**src/rtl/fir6_s2p_packer_if.sv**
```systemverilog
// Serial-sample input and six-lane block output bundle for the FIR feeder.
interface fir6_s2p_packer_if #(
  parameter int unsigned WIDTH = 16,
  parameter int unsigned CNT_W = 16
);
  logic [WIDTH-1:0] in_data;
  logic             in_valid;
  logic             in_ready;
  logic             flush;
  logic             blk_ready;
  logic             blk_valid;
  logic [WIDTH-1:0] x6k;
  logic [WIDTH-1:0] x6k_1;
  logic [WIDTH-1:0] x6k_2;
  logic [WIDTH-1:0] x6k_3;
  logic [WIDTH-1:0] x6k_4;
  logic [WIDTH-1:0] x6k_5;
  logic [CNT_W-1:0] blk_cnt;

  // Upstream sample source / downstream block sink side.
  modport master (
    output in_data, in_valid, flush, blk_ready,
    input  in_ready, blk_valid, x6k, x6k_1, x6k_2, x6k_3, x6k_4, x6k_5, blk_cnt
  );

  // Packer side.
  modport slave (
    input  in_data, in_valid, flush, blk_ready,
    output in_ready, blk_valid, x6k, x6k_1, x6k_2, x6k_3, x6k_4, x6k_5, blk_cnt
  );
endinterface

```
**src/rtl/fir6_s2p_packer.sv**
```systemverilog
// Serial-to-parallel packer: groups six samples into one block for the
// 6-parallel FIR, with flush padding of a partial block.
module fir6_s2p_packer #(
  parameter int unsigned WIDTH = 16,
  parameter int unsigned CNT_W = 16
) (
  input  logic             clk,
  input  logic             rst_n,
  fir6_s2p_packer_if.slave bus
);

  localparam int unsigned LANES = 6;
  localparam int unsigned CW    = 3;

  typedef enum logic [1:0] {
    S_IDLE = 2'd0,
    S_FILL = 2'd1,
    S_PEND = 2'd2
  } state_t;

  state_t           r_state;
  state_t           w_state_nxt;
  logic [WIDTH-1:0] r_col [LANES];
  logic [CW-1:0]    r_col_cnt;
  logic [WIDTH-1:0] r_x [LANES];
  logic [WIDTH-1:0] w_x_nxt [LANES];
  logic             r_blk_valid;
  logic [CNT_W-1:0] r_blk_cnt;

  logic             w_slot_free;
  logic             w_flush_pend;
  logic             w_in_ready;
  logic             w_accept;
  logic [CW-1:0]    w_cnt_after;
  logic             w_load;

  assign w_slot_free  = !r_blk_valid || bus.blk_ready;
  assign w_flush_pend = (r_state == S_PEND);

  // Control state register.
  always_ff @(posedge clk or negedge rst_n) begin
    if (!rst_n) begin
      r_state <= S_IDLE;
    end else begin
      r_state <= w_state_nxt;
    end
  end

  // Next state, acceptance and block-load decision.
  always_comb begin
    w_state_nxt = r_state;
    w_load      = 1'b0;
    w_in_ready  = rst_n && !w_flush_pend && !((r_col_cnt == CW'(5)) && !w_slot_free);
    w_accept    = bus.in_valid && w_in_ready;
    w_cnt_after = r_col_cnt + CW'(w_accept);
    case (r_state)
      S_IDLE, S_FILL: begin
        if (w_accept && (r_col_cnt == CW'(5))) begin
          w_load      = 1'b1;
          w_state_nxt = S_IDLE;
        end else if (bus.flush && (w_cnt_after != CW'(0))) begin
          if (w_slot_free) begin
            w_load      = 1'b1;
            w_state_nxt = S_IDLE;
          end else begin
            w_state_nxt = S_PEND;
          end
        end else begin
          w_state_nxt = (w_cnt_after == CW'(0)) ? S_IDLE : S_FILL;
        end
      end
      S_PEND: begin
        if (w_slot_free) begin
          w_load      = 1'b1;
          w_state_nxt = S_IDLE;
        end
      end
      default: w_state_nxt = S_IDLE;
    endcase
  end

  // Block contents: filled lanes from the collector, the sample arriving now
  // in the next lane, zeros in every lane beyond.
  always_comb begin
    for (int i = 0; i < LANES; i++) begin
      if (CW'(i) < r_col_cnt) begin
        w_x_nxt[i] = r_col[i];
      end else if ((CW'(i) == r_col_cnt) && w_accept) begin
        w_x_nxt[i] = bus.in_data;
      end else begin
        w_x_nxt[i] = '0;
      end
    end
  end

  // Collector, output block register, valid flag and issue counter.
  always_ff @(posedge clk or negedge rst_n) begin
    if (!rst_n) begin
      for (int i = 0; i < LANES; i++) begin
        r_col[i] <= '0;
        r_x[i]   <= '0;
      end
      r_col_cnt   <= '0;
      r_blk_valid <= 1'b0;
      r_blk_cnt   <= '0;
    end else if (w_load) begin
      for (int i = 0; i < LANES; i++) begin
        r_x[i] <= w_x_nxt[i];
      end
      r_col_cnt   <= '0;
      r_blk_valid <= 1'b1;
      r_blk_cnt   <= r_blk_cnt + CNT_W'(1);
    end else begin
      if (bus.blk_ready) begin
        r_blk_valid <= 1'b0;
      end
      if (w_accept) begin
        r_col[r_col_cnt] <= bus.in_data;
        r_col_cnt        <= r_col_cnt + CW'(1);
      end
    end
  end

  assign bus.in_ready  = w_in_ready;
  assign bus.blk_valid = r_blk_valid;
  assign bus.blk_cnt   = r_blk_cnt;
  assign bus.x6k       = r_x[0];
  assign bus.x6k_1     = r_x[1];
  assign bus.x6k_2     = r_x[2];
  assign bus.x6k_3     = r_x[3];
  assign bus.x6k_4     = r_x[4];
  assign bus.x6k_5     = r_x[5];

endmodule

```
**src/flat_wrapper.sv**
```systemverilog
// flat-port wrapper written by rule: the top's interface ports become plain ports
module fir6_s2p_packer_flat 
#(
  parameter int unsigned WIDTH = 16,
  parameter int unsigned CNT_W = 16
)
  (clk, rst_n, bus_in_data, bus_in_valid, bus_flush, bus_blk_ready, bus_in_ready, bus_blk_valid, bus_x6k, bus_x6k_1, bus_x6k_2, bus_x6k_3, bus_x6k_4, bus_x6k_5, bus_blk_cnt);
  fir6_s2p_packer_if #(.WIDTH(WIDTH), .CNT_W(CNT_W)) bus_i ();
  input  logic clk;
  input  logic rst_n;
  input wire logic [$bits(bus_i.in_data)-1:0] bus_in_data;
  input wire logic [$bits(bus_i.in_valid)-1:0] bus_in_valid;
  input wire logic [$bits(bus_i.flush)-1:0] bus_flush;
  input wire logic [$bits(bus_i.blk_ready)-1:0] bus_blk_ready;
  output wire logic [$bits(bus_i.in_ready)-1:0] bus_in_ready;
  output wire logic [$bits(bus_i.blk_valid)-1:0] bus_blk_valid;
  output wire logic [$bits(bus_i.x6k)-1:0] bus_x6k;
  output wire logic [$bits(bus_i.x6k_1)-1:0] bus_x6k_1;
  output wire logic [$bits(bus_i.x6k_2)-1:0] bus_x6k_2;
  output wire logic [$bits(bus_i.x6k_3)-1:0] bus_x6k_3;
  output wire logic [$bits(bus_i.x6k_4)-1:0] bus_x6k_4;
  output wire logic [$bits(bus_i.x6k_5)-1:0] bus_x6k_5;
  output wire logic [$bits(bus_i.blk_cnt)-1:0] bus_blk_cnt;
  assign bus_i.in_data = bus_in_data;
  assign bus_i.in_valid = bus_in_valid;
  assign bus_i.flush = bus_flush;
  assign bus_i.blk_ready = bus_blk_ready;
  assign bus_in_ready = bus_i.in_ready;
  assign bus_blk_valid = bus_i.blk_valid;
  assign bus_x6k = bus_i.x6k;
  assign bus_x6k_1 = bus_i.x6k_1;
  assign bus_x6k_2 = bus_i.x6k_2;
  assign bus_x6k_3 = bus_i.x6k_3;
  assign bus_x6k_4 = bus_i.x6k_4;
  assign bus_x6k_5 = bus_i.x6k_5;
  assign bus_blk_cnt = bus_i.blk_cnt;
  fir6_s2p_packer #(.WIDTH(WIDTH), .CNT_W(CNT_W)) u_core (.clk(clk), .rst_n(rst_n), .bus(bus_i));
endmodule
```
**config.mk**
```make
export PLATFORM = sky130hd
export DESIGN_NAME = fir6_s2p_packer_flat
export DESIGN_NICKNAME = d
export VERILOG_FILES = /design/src/rtl/fir6_s2p_packer_if.sv /design/src/rtl/fir6_s2p_packer.sv /design/src/flat_wrapper.sv
export SDC_FILE = /design/constraint.sdc
export NUM_CORES = 1
export LEC_CHECK = 0
export CAP_MARGIN = 10
export CORE_MARGIN = 1.5
export CORE_UTILIZATION = 35
export DETAILED_ROUTE_END_ITERATION = 10
export DONT_BUFFER_PORTS = 1
export MAX_ROUTING_LAYER = met4
export PLACE_DENSITY = 0.61
export SYNTH_ARGS = -nofsm -noshare
export SYNTH_HDL_FRONTEND = slang
export SYNTH_SLANG_ARGS = --single-unit
```
**constraint.sdc**
```tcl
create_clock -name clk -period 2.7 [get_ports clk]
set_input_delay 0.27 -clock clk [delete_from_list [all_inputs] [get_ports clk]]
set_output_delay 0.27 -clock clk [all_outputs]
set_load 0.03 [all_outputs]
```
---- Word level (Yosys, flattened, before mapping) ----
Index checks and enable logic that the tools add are counted.
Widths: inputs -> output; s select.
word-level totals
  bits in registers ....................... 214
  input bits .............................. 21
  output and inout port bits .............. 114
  logic and storage cells ................. 93
operators by class
  add/subtract/negate cells ............... 3
  order comparisons ....................... 8
  equal/unequal tests ..................... 9
  muxes and demuxes ....................... 29
  bitwise gates (word level) .............. 2
  reduce and logical (&&, ||, !) cells .... 26
operators with widths
  cell                   number
  $mux 16                13
  $bwmux 96              1
  $demux 16 s3           1
  $add 16x1->16 const B  1
  $logic_and 1x1->1      13
  $mux 2                 4
  $eq 2x3->1 const A     2
  $eq 3x3->1 const A     2
  $logic_not 3->1        2
  $lt 1x3->1 const A     2
  $lt 2x3->1 const A     2
  $lt 3x3->1 const A     2
  $mux 1                 6
  $mux 3                 2
  $ge 4x4->1 const B     1
  $logic_not 1->1        4
  $lt 4x1->1 const B     1
  $not 3->4              1
  $pmux 2 s2             1
  $reduce_bool 2->1      2
  $add 3x1->3            1
  $add 3x1->3 const B    1
  $eq 1x3->1 const A     1
  $eq 3x3->1 const B     1
  other kinds (10)       10

---- Depth between registers and ports, before layout ----
Gate-level depths: netlist of run 1.
  depth after elaboration ................. 15
  gate-level depth with buffers ........... 13
  mapped depth without buffers ............ 10

---- Least setup slack after synthesis of run 1 ----
Ideal clock, no wire load.
  path type ............................... reg2reg
  start point ............................. reg u_core.r_blk_valid (netlist: u_core.bus.blk_valid)
  end point ............................... reg u_core.r_col[67] (netlist bit)
  setup time .............................. 0.125 ns
  data arrival time ....................... 2.917 ns
  required time ........................... 2.575 ns
  setup slack ............................. -0.342 ns
  cell stages (with the launch flop) ...... 12
  buffers on the path ..................... 3
  period minus slack after synthesis ...... 3.042 ns
  cell sequence ........................... dfrtp_1 nor2b_1 a31oi_1 ha_1 ha_1 nor4_1 or2_0 buf_2 and2_1 buf_4 buf_6 mux2_2
on the way
  cells in the longest elaborated chain, start to end .. 15
  elaborated cells on any way between the ends .. 17
  classes of those cells .................. add/sub (1); mux (4); bitwise (1); reduce/logical (11)
RTL lines
  element                        line                    source
  start, declared                fir6_s2p_packer.sv:27   logic r_blk_valid;
  start signal, assigned         fir6_s2p_packer.sv:104  r_blk_valid <= 1'b0;
  start signal, assigned         fir6_s2p_packer.sv:111  r_blk_valid <= 1'b1;
  start signal, assigned         fir6_s2p_packer.sv:115  r_blk_valid <= 1'b0;
  $logic_not 1->1 *              fir6_s2p_packer.sv:37   assign w_slot_free = !r_blk_valid || bus.blk_ready;
  $logic_or 1x1->1 *             fir6_s2p_packer.sv:37
  $logic_not 1->1                fir6_s2p_packer.sv:53   w_in_ready = rst_n && !w_flush_pend && !((r_col_cnt == CW'(5)) && !w_slot_free);
  $logic_and 1x1->1              fir6_s2p_packer.sv:53
  $logic_not 1->1                fir6_s2p_packer.sv:53
  $logic_and 1x1->1              fir6_s2p_packer.sv:53
  $logic_and 1x1->1              fir6_s2p_packer.sv:54   w_accept = bus.in_valid && w_in_ready;
  $add 3x1->3                    fir6_s2p_packer.sv:55   w_cnt_after = r_col_cnt + CW'(w_accept);
  $reduce_bool 3->1              fir6_s2p_packer.sv:61   end else if (bus.flush && (w_cnt_after != CW'(0))) begin
  $logic_and 1x1->1              fir6_s2p_packer.sv:61
  $mux 1                         fir6_s2p_packer.sv:61
  $mux 1                         fir6_s2p_packer.sv:58   if (w_accept && (r_col_cnt == CW'(5))) begin
  $pmux 1 s2                     fir6_s2p_packer.sv:56   case (r_state)
  $not 1->1 (no line)            -
  $reduce_and 2->1 (no line) *   -
  end signal, assigned by index  fir6_s2p_packer.sv:118  r_col[r_col_cnt] <= bus.in_data;
  end, declared                  fir6_s2p_packer.sv:23   logic [WIDTH-1:0] r_col [LANES];
Every way passes the cells marked *; elsewhere a longest branch is shown, timed or not.
A chain may end at the register's enable or synchronous reset.

---- Worst setup path after layout of run 1 ----
  start point ............................. reg u_core.r_state[0]
  end point ............................... reg u_core.r_col[26] (netlist bit)
on the way
  cells in the longest elaborated chain, start to end .. 13
  elaborated cells on any way between the ends .. 17
  classes of those cells .................. add/sub (1); eq/ne (2); mux (3); bitwise (1); reduce/logical (10)
RTL lines
  element                          line                                          source
  start, declared                  fir6_s2p_packer.sv:21                         state_t r_state;
  start signal, assigned           fir6_s2p_packer.sv:45                         r_state <= w_state_nxt;
  $eq 2x2->1                       fir6_s2p_packer.sv:38, fir6_s2p_packer.sv:56
  $logic_not 1->1                  fir6_s2p_packer.sv:53
  $logic_and 1x1->1 (2 in series)  fir6_s2p_packer.sv:53
  $logic_and 1x1->1                fir6_s2p_packer.sv:54
  $add 3x1->3                      fir6_s2p_packer.sv:55
  $reduce_bool 3->1                fir6_s2p_packer.sv:61
  $logic_and 1x1->1                fir6_s2p_packer.sv:61
  $mux 1                           fir6_s2p_packer.sv:61
  $mux 1                           fir6_s2p_packer.sv:58
  $pmux 1 s2                       fir6_s2p_packer.sv:56
  $not 1->1 (no line)              -
  $reduce_and 2->1 (no line) *     -
Marks and branches as above.

==> results by group, run 1 <==
Clock network
  • Hold_buf cts: 19
  • Cts bufs inserted: 23
  • Latest clock arrival within the worst-skew pair: approximately 0.50 ns
  • TritonCTS clock tree: yes
  • Root Buffer: clkbuf_16
  • CTS sink cnt: around 210
  • Clock tree buffer depth: 3
  • Clk pin slew, worst setup/hold paths: around 0.060 ns
  • CTS HTree Levels: 1

Route
  • Final wirelength: 25.1 mm
  • DR WL/cell: 22.3 um
  • ANT nets after route: 0
  • DRT iter0 DRCs: approximately 510
  • Vias: between 6000 and 7000
  • Drt first pass iters: 5
  • Via/cell ratio: 5.42
  • DRC violations left: 0

Logic synthesis
  • Main synth FF type: dfrtp_1
  • #FFs+latches synth: approximately 210
  • Synth area leader: dfrtp_1
  • Cell variety after synth: between 40 and 50
  • Top cell type's share of synthesized area: 0.583
  • Synth Cell Area: 9180 um^2
  • Synth Instances: about 770
  • Area contributors post-synth: dfrtp_1 58%, mux2_2 10%, a22oi_1 7.8%
  • Syn nets: 800
  • Post-synth EDFFs: 0
  • Most common cell in the netlist: dfrtp_1
  • Post-synthesis sequential area ratio: 0.583
  • Avg Inst Size Synth: 11.9 um^2
  • Ys async rst share: 1.00
  • Synth warnings: 0
  • Post-synth top cells: 214 x dfrtp_1, 102 x nor2_1, 98 x a21oi_1, 96 x a22oi_1, 84 x mux2_2

STA
  • Period minus WS final: between 2 and 3 ns
  • Actual slew at the worst max-slew pin: between 0.8 and 0.9 ns
  • Slew headroom: 0.411
  • # setup viols final: 0
  • Slew Viols, Final: 0
  • Final Hold Viols: 214
  • Hold_ws: -0.534 ns
  • Period utilization: 0.973
  • Peak Freq: approximately 380 MHz
  • Clk_skew: between 0.009 and 0.01 ns

Power and ir drop
  • Maximum vdd drop: approximately 560 uV
  • Pwr Density: ~1300 nW/um^2
  • Leakage: roughly 4.5 nW

Worst setup path
  • Reg2reg setup slack: between 0.07 and 0.08 ns
  • CP Cell Sequence: nand2b_4 > nand3_2 > a31oi_4 > ha_4 > ha_4 > nor4_4 > or2_1 > buf_6 > nand4_4 > clkbuf_16 > mux2_2
  • Worst setup EP type: flop
  • Slowest CP cell: dfrtp_1
  • WP data required: around 3 ns
  • Worst Setup Start Kind: flop
  • CP most frequent cell: ha_4
  • Arrival @ worst endpoint: between 3 and 4 ns
  • Crit Path Max Fanout: 8
  • CP peak stage delay: 0.37 ns
  • Critical setup path kind: flop to flop

Global routing
  • Global-route wire length before repair: around 37 mm
  • Met3 Use GR: 0.0505
  • Pin count of the biggest net entering global routing: around 220
  • Met2 Track Usage GR: 0.291
  • Gr busiest metal: met2
  • Gr ovfl total: 0
  • Initial antenna violation count: 0
  • Vias in the first global route: 5922
  • GRT Util Overall: 0.184
  • Met1 Use GR: 0.221

Die
  • Die ar.: around 27000 um^2
  • Starting Density: 0.354
  • Core area: around 26000 um^2
  • FP Rows: 59
  • Die Y: 165 um
  • Die width: about 160 um
  • Ports: between 100 and 150

Placement
  • Inst Count DP: approximately 1100
  • IO Port Bufs: 0
  • Placed Area: ~9500 um^2
  • Placed wire-length estimate: 14.2 mm
  • GPL Wtd Cong: between 0.8 and 0.9

Finish
  • Area Growth Syn to Fin: 15.6%
  • Post-route cell area: between 10000 and 15000 um^2
  • NumNets Final: about 800
  • Inserted Diodes: 0
  • Final Non-Filler Cells: around 1100
  • Layout cells sized above 1: 0.226

Outcome
  • Failing checks: negative hold slack
  • Outcome: finished with violations

Min path
  • Hold Path Class: input pin to async pin

Flow run
  • Max Cap Violations: 0
[through the flow]
stage               setup TNS (ns)   util  setup WS (ns)  power, mW
CTS                         -0.443  0.405        -0.0305       14.0
global route                -0.113  0.410        -0.0163       14.9
detailed placement          -0.662  0.367        -0.0445       10.7
global placement                 0  0.367        0.00665       10.5
floorplan                        0      -         0.0180       9.74
finish                           0  0.410         0.0719       14.1
[path summary, 6_finish.rpt]
| check | startpoint | depth (start not counted) | end |
|---|---|---|---|
| worst max-delay path | u_core.r_state[0]$_DFFE_PN0P_ | 11 | u_core.r_col[26]$_DFFE_PN0P_ |
| worst min-delay path | rst_n | 0 | u_core.bus.blk_cnt[9]$_DFFE_PN0P_ |
| worst max register to register | u_core.r_state[0]$_DFFE_PN0P_ | 11 | u_core.r_col[26]$_DFFE_PN0P_ |
| worst min register to register | u_core.r_col[69]$_DFFE_PN0P_ | 1 | u_core.r_col[69]$_DFFE_PN0P_ |
| max in group asynchronous | rst_n | 0 | u_core.bus.x6k_2[0]$_DFFE_PN0P_ |
| min in group clk | bus_in_data[5] | 2 | u_core.bus.x6k_2[5]$_DFFE_PN0P_ |
[sequential cells by signal, summed over array words and instances (netlist names)]
| name | count |
|---|---|
| u_core.bus.x6k_2 | 16 |
| u_core.r_state | 2 |
| u_core.bus.x6k_3 | 16 |
| u_core.bus.x6k | 16 |
| u_core.r_col_cnt | 3 |
| u_core.bus.x6k_1 | 16 |
| u_core.bus.blk_cnt | 16 |
| u_core.bus.x6k_5 | 16 |
| u_core.r_col | 96 |
| u_core.bus.blk_valid | 1 |
| u_core.bus.x6k_4 | 16 |
[repair_timing]
item | CTS | global route
pin swaps | 1 | 2
setup endpoints to repair | 48 | 129
endpoints found under the hold margin | 342 | 214
gates cloned | 0 | 3
resized for setup | 0 | 12
setup buffers | 1 | 2
[critical path, delay by kind of cell (launching register included)]
kind | cells | cell delay [ns]
AND/OR/NAND/NOR | 5 | 0.88
buffers and inverters | 2 | 0.40
flip-flops | 1 | 0.37
adder cells (fa/ha/maj) | 2 | 0.37
multiplexers | 1 | 0.26
AO/OA/AOI/OAI | 1 | 0.21
[kinds of logic after synthesis]
group | share of synthesized area
buffers and inverters | 0.0411
DFF | 0.583
and+or+nand+nor | 0.0890
AOI/OAI and AO/OA | 0.139
adders and majority gates | 0.00818
xor gates and xnor gates | 0.0162
muxes | 0.123
[cell type report]
cell class | count | area (um^2)
inverter | 3 | 13.8
fill | 2411 | 15300
multi-input combinational | 486 | 3570
tap | 335 | 419
sequential | 214 | 5360
timing repair buffer | 46 | 485
clock buffer | 32 | 669
clock inverter | 6 | 105
[power by group]
part	switching, mW	internal (mW)	total, mW
registers	2.56	4.59	7.15
logic	2.05	1.63	3.68
clock network	1.24	2.00	3.24
total	5.85	8.21	14.1
[placed cells by master (no fill, tap or decap), drive strengths merged, types with 4 or more instances in the layout]
master / count
mux2: 97
nand2b: 5
xnor2: 14
dlygate4sd3: 19
and2: 4
dfrtp: 214
or3: 4
nand3: 11
nand4: 7
nand2: 8
and3: 7
ha: 6
buf: 25
nor2: 104
a22oi: 96
a21oi: 98
clkbuf: 34
[per-layer routing]
metal,routed length [um],vias to the layer above,part of all wire
met2,12100,179,0.48
li1,-,2763,-
met5,0,-,0
met1,9850,3083,0.39
met3,2030,52,0.081
met4,1090,0,0.043
(Power assumes the default switching activity.)
==> run 2, diff against run 1 <==
- SETUP_SLACK_MARGIN: not set -> 0.2
==> run 2 against run 1 <==
Net effect: the flow still finishes with violations (negative hold slack); die area stayed put; sequential share of layout area is 4.0 points lower; global-route usage is 0.32 points higher; maximum frequency is 4.9% higher; final cell count is 2.8% higher; power is 11% higher; setup slack better by 0.12 ns; core utilization is 3.5 points higher; register-to-register slack better by 0.12 ns; critical path type unchanged.
==> results by group, run 2 (synthesis gave the netlist of run 1 again) <==
Finish
  • Layout filler cell count: 2301 (-4.6%)
  • Sequential cell area: 5360 um^2 (about the same)
  • Commonest non-fill, non-tap cells in the layout: 212 x dfrtp_1, 96 x a22oi_1, 81 x a21oi_1
  • Final Non-Filler Cells: 1153 (+2.8%)
  • Multi-input combinational cell area: 3940 um^2 (+10%)
  • Max reg flops: 96 (unchanged)
  • NumNets Final: 826 (+3.1%)
  • Post-layout util: 0.445 (+0.0351)
  • Area Growth Syn to Fin: 25.5%
  • Layout cells sized above 1: 0.302 (+0.0757)
  • Post-route cell area: 11500 um^2 (+8.6%)
  • Biggest register: u_core.r_col
  • Commonest non-fill, non-tap cell in the layout: dfrtp_1

Placement
  • Placed wire-length estimate: 13.9 mm (-2.6%)
  • DP Worst Slack: 0.0582 ns (+0.103 ns)
  • Placed Area: 9620 um^2 (+1.3%)
  • GPL Wtd Cong: 0.773 (-5.3%)
  • IO Port Bufs: 0 (unchanged)
  • Inst Count DP: 1058 (-0.094%)

STA
  • PnR worst setup slack: 0.195 ns (+0.123 ns)
  • Actual slew at the worst max-slew pin: 0.651 ns (-0.230 ns)
  • Period minus WS final: 2.51 ns (-0.123 ns)
  • Final Hold Viols: 214 (unchanged)
  • RSZ-0062 raised after global routing: true
  • Period utilization: 0.928 (-0.0455)
  • Hold_ws: -0.505 ns (+0.0288 ns)
  • Clk_skew: 0.0218 ns (+0.0125 ns)
  • Peak Freq: 399 MHz (+4.9%)
  • # setup viols final: 0 (unchanged)
  • Slew headroom: 0.565 (+0.154)
  • Setup Total Neg Slack: 0 ns (unchanged)
  • Slew Viols, Final: 0 (unchanged)

Route
  • Drt first pass iters: 5 (unchanged)
  • Vias: 6321 (+4.0%)
  • DRC violations left: 0 (unchanged)
  • ANT nets after route: 0 (unchanged)
  • DRT iter0 DRCs: 457 (-11%)
  • DR WL/cell: 24.0 um (+7.6%)
  • Via/cell ratio: 5.48 (+1.2%)
  • Final wirelength: 27.7 mm (+11%)

Flow run
  • Max Cap Violations: 0 (unchanged)

Outcome
  • Failing checks: negative hold slack
  • Outcome: finished with violations

Global routing
  • Pin count of the biggest net entering global routing: 218 (unchanged)
  • Vias in the first global route: 5861 (-1.0%)
  • Global-route wire length before repair: 36.8 mm (about the same)
  • Gr ovfl total: 0 (unchanged)
  • Initial antenna violation count: 3 (+3)
  • GRT Util Overall: 0.187 (+0.00324)

Worst setup path
  • Reg2reg setup slack: 0.19 ns (+0.12 ns)
  • Critical setup path kind: flop to flop
  • Worst setup EP type: flop
  • Arrival @ worst endpoint: 2.89 ns (-0.12 ns)
  • CP peak stage delay: 0.39 ns (+0.02 ns)
  • Worst Setup Start Kind: flop
  • Slowest CP cell: dfrtp_1
  • CP Cell Sequence: nand2b_4 > nand3_4 > a31oi_4 > ha_2 > ha_4 > nor4_4 > or2_1 > buf_6 > and2_4 > buf_12 > mux2_4
  • WP buf/inv: 2 (unchanged)
  • R2R Path Start: u_core.r_state[0]$_DFFE_PN0P_
  • Crit Path Max Fanout: 6 (-2)
  • WP data required: 3.08 ns (about the same)
  • R2R Path End: u_core.r_col[46]$_DFFE_PN0P_
  • R2R cell count: 11 (unchanged)
  • CP delay by family, top: simple AND/OR/NAND/NOR gates

Die
  • Starting Density: 0.354 (unchanged)
  • Die ar.: 27200 um^2 (unchanged)
  • Core area: 25900 um^2 (unchanged)
  • FP Rows: 59 (unchanged)
  • Die Y: 165 um (unchanged)
  • Ports: 135 (unchanged)
  • Die width: 165 um (unchanged)

Clock network
  • Clk pin slew, worst setup/hold paths: 0.06 ns (about the same)
  • CTS HTree Levels: 1 (unchanged)
  • TritonCTS clock tree: yes
  • Cts bufs inserted: 23 (unchanged)
  • Root Buffer: clkbuf_16
  • Latest clock arrival within the worst-skew pair: 0.51 ns (about the same)
  • Clock tree buffer depth: 3 (unchanged)
  • CTS sink cnt: 214 (unchanged)

Min path
  • Hold Path Class: input pin to async pin

Power and ir drop
  • Leakage: 4.87 nW (+9.3%)
  • Maximum vdd drop: 858 uV (+54%)
  • Pwr Density: 1350 nW/um^2 (+2.2%)
  • Total chip power: 15.6 mW (+11%)
[run 2: cell count changes in the layout (fill, tap and decap cells not counted), sizes merged]
cell         previous run  this run
and2                    4         5
buf                    25        37
bufinv                  3         4
clkbuf                 34        47
clkinv                  3         1
diode                   0         3
dlygate4sd3            19        22
inv                     3         4
nand3                  11        10
[run 2: routing by layer]
layer,GRT usage,share of wire,vias up
met5,-,0,-
met4,0.0356,0.013,0
met2,0.276,0.46,196
met1,0.262,0.45,3283
li1,-,-,2814
met3,0.0465,0.076,28
[run 2: area by class of cell]
type | instances | area share
Tap cell | 335 | 0.0364
Timing Repair Buffer | 71 | 0.0844
Multi-Input combinational cell | 486 | 0.342
Sequential cell | 214 | 0.465
Inverter | 3 | 0.00119
Antenna cell | 3 | 0.000651
Clock buffer | 35 | 0.0591
Clock inverter | 6 | 0.0116
[run 2: power by group]
| part | internal (mW) | switching (mW) | total, mW |
|---|---|---|---|
| Sequential | 4.59 | 2.60 | 7.19 |
| Clock | 2.11 | 1.26 | 3.38 |
| Combinational | 2.53 | 2.51 | 5.04 |
| Total | 9.23 | 6.37 | 15.6 |
[run 2: worst max-delay path by stage]
| stage | start | to | slack (ns) | depth (start not counted) |
|---|---|---|---|---|
| floorplan | u_core.r_col_cnt[1]$_DFFE_PN0P_ | u_core.r_col[37]$_DFFE_PN0P_ | 0.1 | 12 |
| global placement | u_core.r_state[1]$_DFFE_PN0P_ | u_core.r_col[91]$_DFFE_PN0P_ | 0.11 | 11 |
| detailed placement | u_core.r_state[0]$_DFFE_PN0P_ | u_core.r_col[94]$_DFFE_PN0P_ | 0.06 | 11 |
| CTS | u_core.r_state[0]$_DFFE_PN0P_ | u_core.r_col[44]$_DFFE_PN0P_ | 0.15 | 11 |
| global route | u_core.r_state[0]$_DFFE_PN0P_ | u_core.r_col[46]$_DFFE_PN0P_ | 0.12 | 11 |
| finish | u_core.r_state[0]$_DFFE_PN0P_ | u_core.r_col[46]$_DFFE_PN0P_ | 0.19 | 11 |
[run 2: what timing repair did]
item	in CTS	in global routing
hold endpoints to repair	363	215
resized for setup	16	83
cloned	1	16
hold buffers	21	1
pin swaps	7	6
buffers inserted	9	3
endpoints found under the setup margin	80	183
[run 2: worst reg2reg max path, stage by stage, from the launching register on]
cell and delay, ns:
dfrtp_1 0.39, nand2b_4 0.16, nand3_4 0.07, a31oi_4 0.18
ha_2 0.21, ha_4 0.20, nor4_4 0.22, or2_1 0.16
buf_6 0.15, and2_4 0.21, buf_12 0.13, mux2_4 0.30
==> run 3, diff against run 2 <==
- ABC_AREA: not set -> 1
- SETUP_SLACK_MARGIN: 0.2 -> 0.02
==> run 3 against run 2 <==
Net effect: the run still ends with negative hold slack left; maximum frequency shrank 1.6%; critical path depth rose by 7; synthesized cell count is 72% higher; area after synthesis grew 13%; die area up 13%; clock-buffer cell count is 2 lower; non-clock buffer count fell by 8; core utilization down 3.0 points; register-to-register slack lost 0.04 ns; critical path type unchanged; sequential cell count unchanged.
==> results by group, run 3 <==
Outcome
  • Outcome: finished with violations
  • Failing checks: negative hold slack

Logic synthesis
  • Post-synth top cells: 696 x nand2_1, 214 x dfrtp_1, 92 x nand3_1, 53 x nand4_1, 39 x o21ai_0
  • Area contributors post-synth: dfrtp_1 52%, nand2_1 25%, nand3_1 4.4%
  • Cell variety after synth: 32 (-35%)
  • Synth Cell Area: 10400 um^2 (+13%)
  • Synth warnings: 0 (unchanged)
  • Post-synth EDFFs: 0 (unchanged)
  • Most common cell in the netlist: nand2_1
  • Syn nets: 1360 (+70%)
  • Main synth FF type: dfrtp_1
  • Synth area leader: dfrtp_1
  • Top cell type's share of synthesized area: 0.516 (-0.0675)
  • Post-synthesis sequential area ratio: 0.516 (-0.0675)
  • #FFs+latches synth: 214 (unchanged)
  • Ys async rst share: 1.00 (unchanged)
  • Synth Instances: 1333 (+72%)
  • Avg Inst Size Synth: 7.79 um^2 (-34%)

Route
  • Final wirelength: 31.7 mm (+15%)
  • WL met1: 13.5 mm (+8.5%)
  • DR WL/cell: 18.3 um (-24%)
  • DRC violations left: 0 (unchanged)
  • DR WL met3: 3.08 mm (+46%)
  • ANT nets after route: 0 (unchanged)
  • DR WL met2: 14.2 mm (+11%)
  • Via/cell ratio: 5.10 (-6.9%)
  • DRT iter0 DRCs: 917 (+100%)
  • Vias: 8841 (+40%)
  • Highest routed layer: met4
  • Drt first pass iters: 5 (unchanged)

STA
  • RSZ-0062 raised after global routing: false
  • Hold_ws: -0.542 ns (-0.0366 ns)
  • Slew Viols, Final: 0 (unchanged)
  • Peak Freq: 393 MHz (-1.6%)
  • Slew headroom: 0.364 (-0.201)
  • Setup Total Neg Slack: 0 ns (unchanged)
  • Clk_skew: 0.0115 ns (-0.0103 ns)
  • Actual slew at the worst max-slew pin: 0.950 ns (+0.300 ns)
  • # setup viols final: 0 (unchanged)
  • Period minus WS final: 2.55 ns (+0.0415 ns)
  • Period utilization: 0.943 (+0.0154)
  • Final Hold Viols: 214 (unchanged)

Power and ir drop
  • Maximum vdd drop: 438 uV (-49%)
  • Psw: 5.13 mW (-19%)
  • Sw Ratio: 0.405 (-0.00285)
  • Total chip power: 12.7 mW (-19%)
  • Seq pwr share: 0.443 (-0.017)
  • Combinational share of power: 0.291 (-0.032)
  • Leakage: 6.39 nW (+31%)
  • Pwr Density: 1050 nW/um^2 (-22%)
  • Clock network power share: 0.266 (+0.050)
  • Internal power: 7.53 mW (-18%)

Finish
  • Biggest register: u_core.r_col
  • Max reg flops: 96 (unchanged)
  • Area Growth Syn to Fin: 15.6%
  • Commonest non-fill, non-tap cell in the layout: nand2_1
  • Sequential cell area: 5360 um^2 (unchanged)
  • Layout cells sized above 1: 0.100 (-0.201)
  • Multi-input combinational cell area: 4490 um^2 (+14%)
  • NumNets Final: 1358 (+64%)
  • Layout filler cell count: 2912 (+27%)
  • Commonest non-fill, non-tap cells in the layout: 693 x nand2_1, 212 x dfrtp_1, 92 x nand3_1

Worst setup path
  • Worst Setup Start Kind: flop
  • CP delay by family, top: simple AND/OR/NAND/NOR gates
  • Crit Path Max Fanout: 23 (+17)
  • Slowest CP cell: dfrtp_2
  • Arrival @ worst endpoint: 2.95 ns (+0.06 ns)
  • WP data required: 3.10 ns (+0.02 ns)
  • CP Cell Sequence: inv_2 > nand3_4 > nor2_4 > nor2_8 > nand2_8 > inv_4 > ha_4 > ha_4 > nor2_1 > nand3_1 > nand2_1 > a21oi_2 > nor2_4 > buf_4 > buf_4 > clkbuf_16 > nand2_1 > o21ai_0
  • WP buf/inv: 5 (+3)
  • CP peak stage delay: 0.41 ns (+0.02 ns)
  • Critical setup path kind: flop to flop
  • Worst setup EP type: flop

Flow run
  • Max Cap Violations: 0 (unchanged)

Global routing
  • GRT Util Overall: 0.210 (+0.0229)
  • Gr ovfl total: 0 (unchanged)
  • Initial antenna violation count: 2 (-1)
  • Global-route wire length before repair: 48.9 mm (+33%)
  • Vias in the first global route: 8282 (+41%)
  • Pin count of the biggest net entering global routing: 216 (-0.92%)

Clock network
  • Root Buffer: clkbuf_16
  • Hold_buf cts: 21 (unchanged)
  • Latest clock arrival within the worst-skew pair: 0.52 ns (about the same)
  • CTS HTree Levels: 1 (unchanged)
  • CTS sink cnt: 214 (unchanged)
  • Clk pin slew, worst setup/hold paths: 0.06 ns (about the same)
  • Clock tree buffer depth: 3 (unchanged)
  • TritonCTS clock tree: yes
  • Cts bufs inserted: 25 (+8.7%)

Die
  • Die ar.: 30700 um^2 (+13%)
  • Starting Density: 0.359 (+0.00447)
  • Ports: 135 (unchanged)
  • FP Rows: 62 (+5.1%)
  • Die width: 175 um (+6.2%)
  • Die Y: 175 um (+6.2%)
  • Core area: 28900 um^2 (+12%)

Placement
  • IO Port Bufs: 0 (unchanged)
  • GPL Wtd Cong: 0.881 (+14%)
  • Placed wire-length estimate: 18.0 mm (+29%)

Min path
  • Hold Path Class: input pin to async pin
-- run 3: changes by cell type after synthesis, moves of 13 or more --
cell	change
nand4_1	+47
or2_2	+15
nand2_1	+689
a21boi_0	+13
o21ai_0	+39
nor2_1	-81
a21oi_1	-94
a22oi_1	-96
inv_1	+34
nand3_1	+83
xnor2_1	-13
mux2_2	-84
-- run 3: cells by family (layout without fill, tap and decap cells) --
family / Yosys count / in the layout / share of synthesized area
other cells: 0 / 3 / 0
simple gates: 907 / 907 / 0.375
buf+inv: 135 / 147 / 0.0616
flops: 214 / 214 / 0.516
xor+xnor: 10 / 10 / 0.00844
fa+ha+maj: 6 / 6 / 0.00723
compound gates: 61 / 61 / 0.0325
-- run 3: per-stage QoR --
stage               utilization  cell area [um^2]  setup WS, ns  std cells
floorplan                     -             10500       -0.0447       1333
global placement          0.373             10800         0.184       1654
detailed placement        0.373             10800         0.151       1654
CTS                       0.408             11800         0.122       1716
global route              0.415             12000        0.0143       1731
finish                    0.415             12000         0.153       1732
-- run 3: path summary, 6_finish.rpt --
path	to	cells after the start	slack, ns	start
setup / recovery	u_core.bus.x6k_5[1]$_DFFE_PN0P_	18	0.15	u_core.r_col_cnt[1]$_DFFE_PN0P_
hold / removal	u_core.bus.x6k_4[0]$_DFFE_PN0P_	0	-0.54	rst_n
setup reg to reg	u_core.bus.x6k_5[1]$_DFFE_PN0P_	18	0.15	u_core.r_col_cnt[1]$_DFFE_PN0P_
hold reg to reg	u_core.r_col[71]$_DFFE_PN0P_	2	0.47	u_core.r_col[71]$_DFFE_PN0P_
max in group asynchronous	u_core.bus.x6k_2[9]$_DFFE_PN0P_	0	2.97	rst_n
min in group clk	u_core.bus.x6k[6]$_DFFE_PN0P_	4	0.01	bus_in_data[6]
-- run 3: cell type report --
type | count | share of cell area
tap | 384 | 0.0400
clock inverter | 8 | 0.00750
multi-input combinational | 984 | 0.374
timing repair buffer | 63 | 0.0583
clock buffer | 33 | 0.0596
sequential | 214 | 0.446
inverter | 43 | 0.0137
antenna | 3 | 0.000625
-- run 3: routing by layer --
layer	vias up	GRT usage
met2	320	0.308
met5	-	-
li1	4213	-
met1	4253	0.279
met3	55	0.0581
met4	0	0.0709
-- run 3: power groups by stage --
| stage | Sequential, mW | Clock, mW | Combinational [mW] |
|---|---|---|---|
| after detailed placement | 5.66 | 0 | 3.28 |
| after floorplan | 5.49 | 0 | 2.55 |
| after global placement | 5.67 | 0 | 3.22 |
| final | 5.61 | 3.37 | 3.68 |
| after CTS | 5.62 | 3.44 | 3.38 |
| after global routing | 5.73 | 3.59 | 4.12 |
-- run 3: what timing repair did --
item / 4_1_cts / 5_1_grt
setup buffers: 0 / 9
endpoints found under the hold margin: 378 / 214
gates resized for setup: 0 / 5
endpoints found under the setup margin: 0 / 140
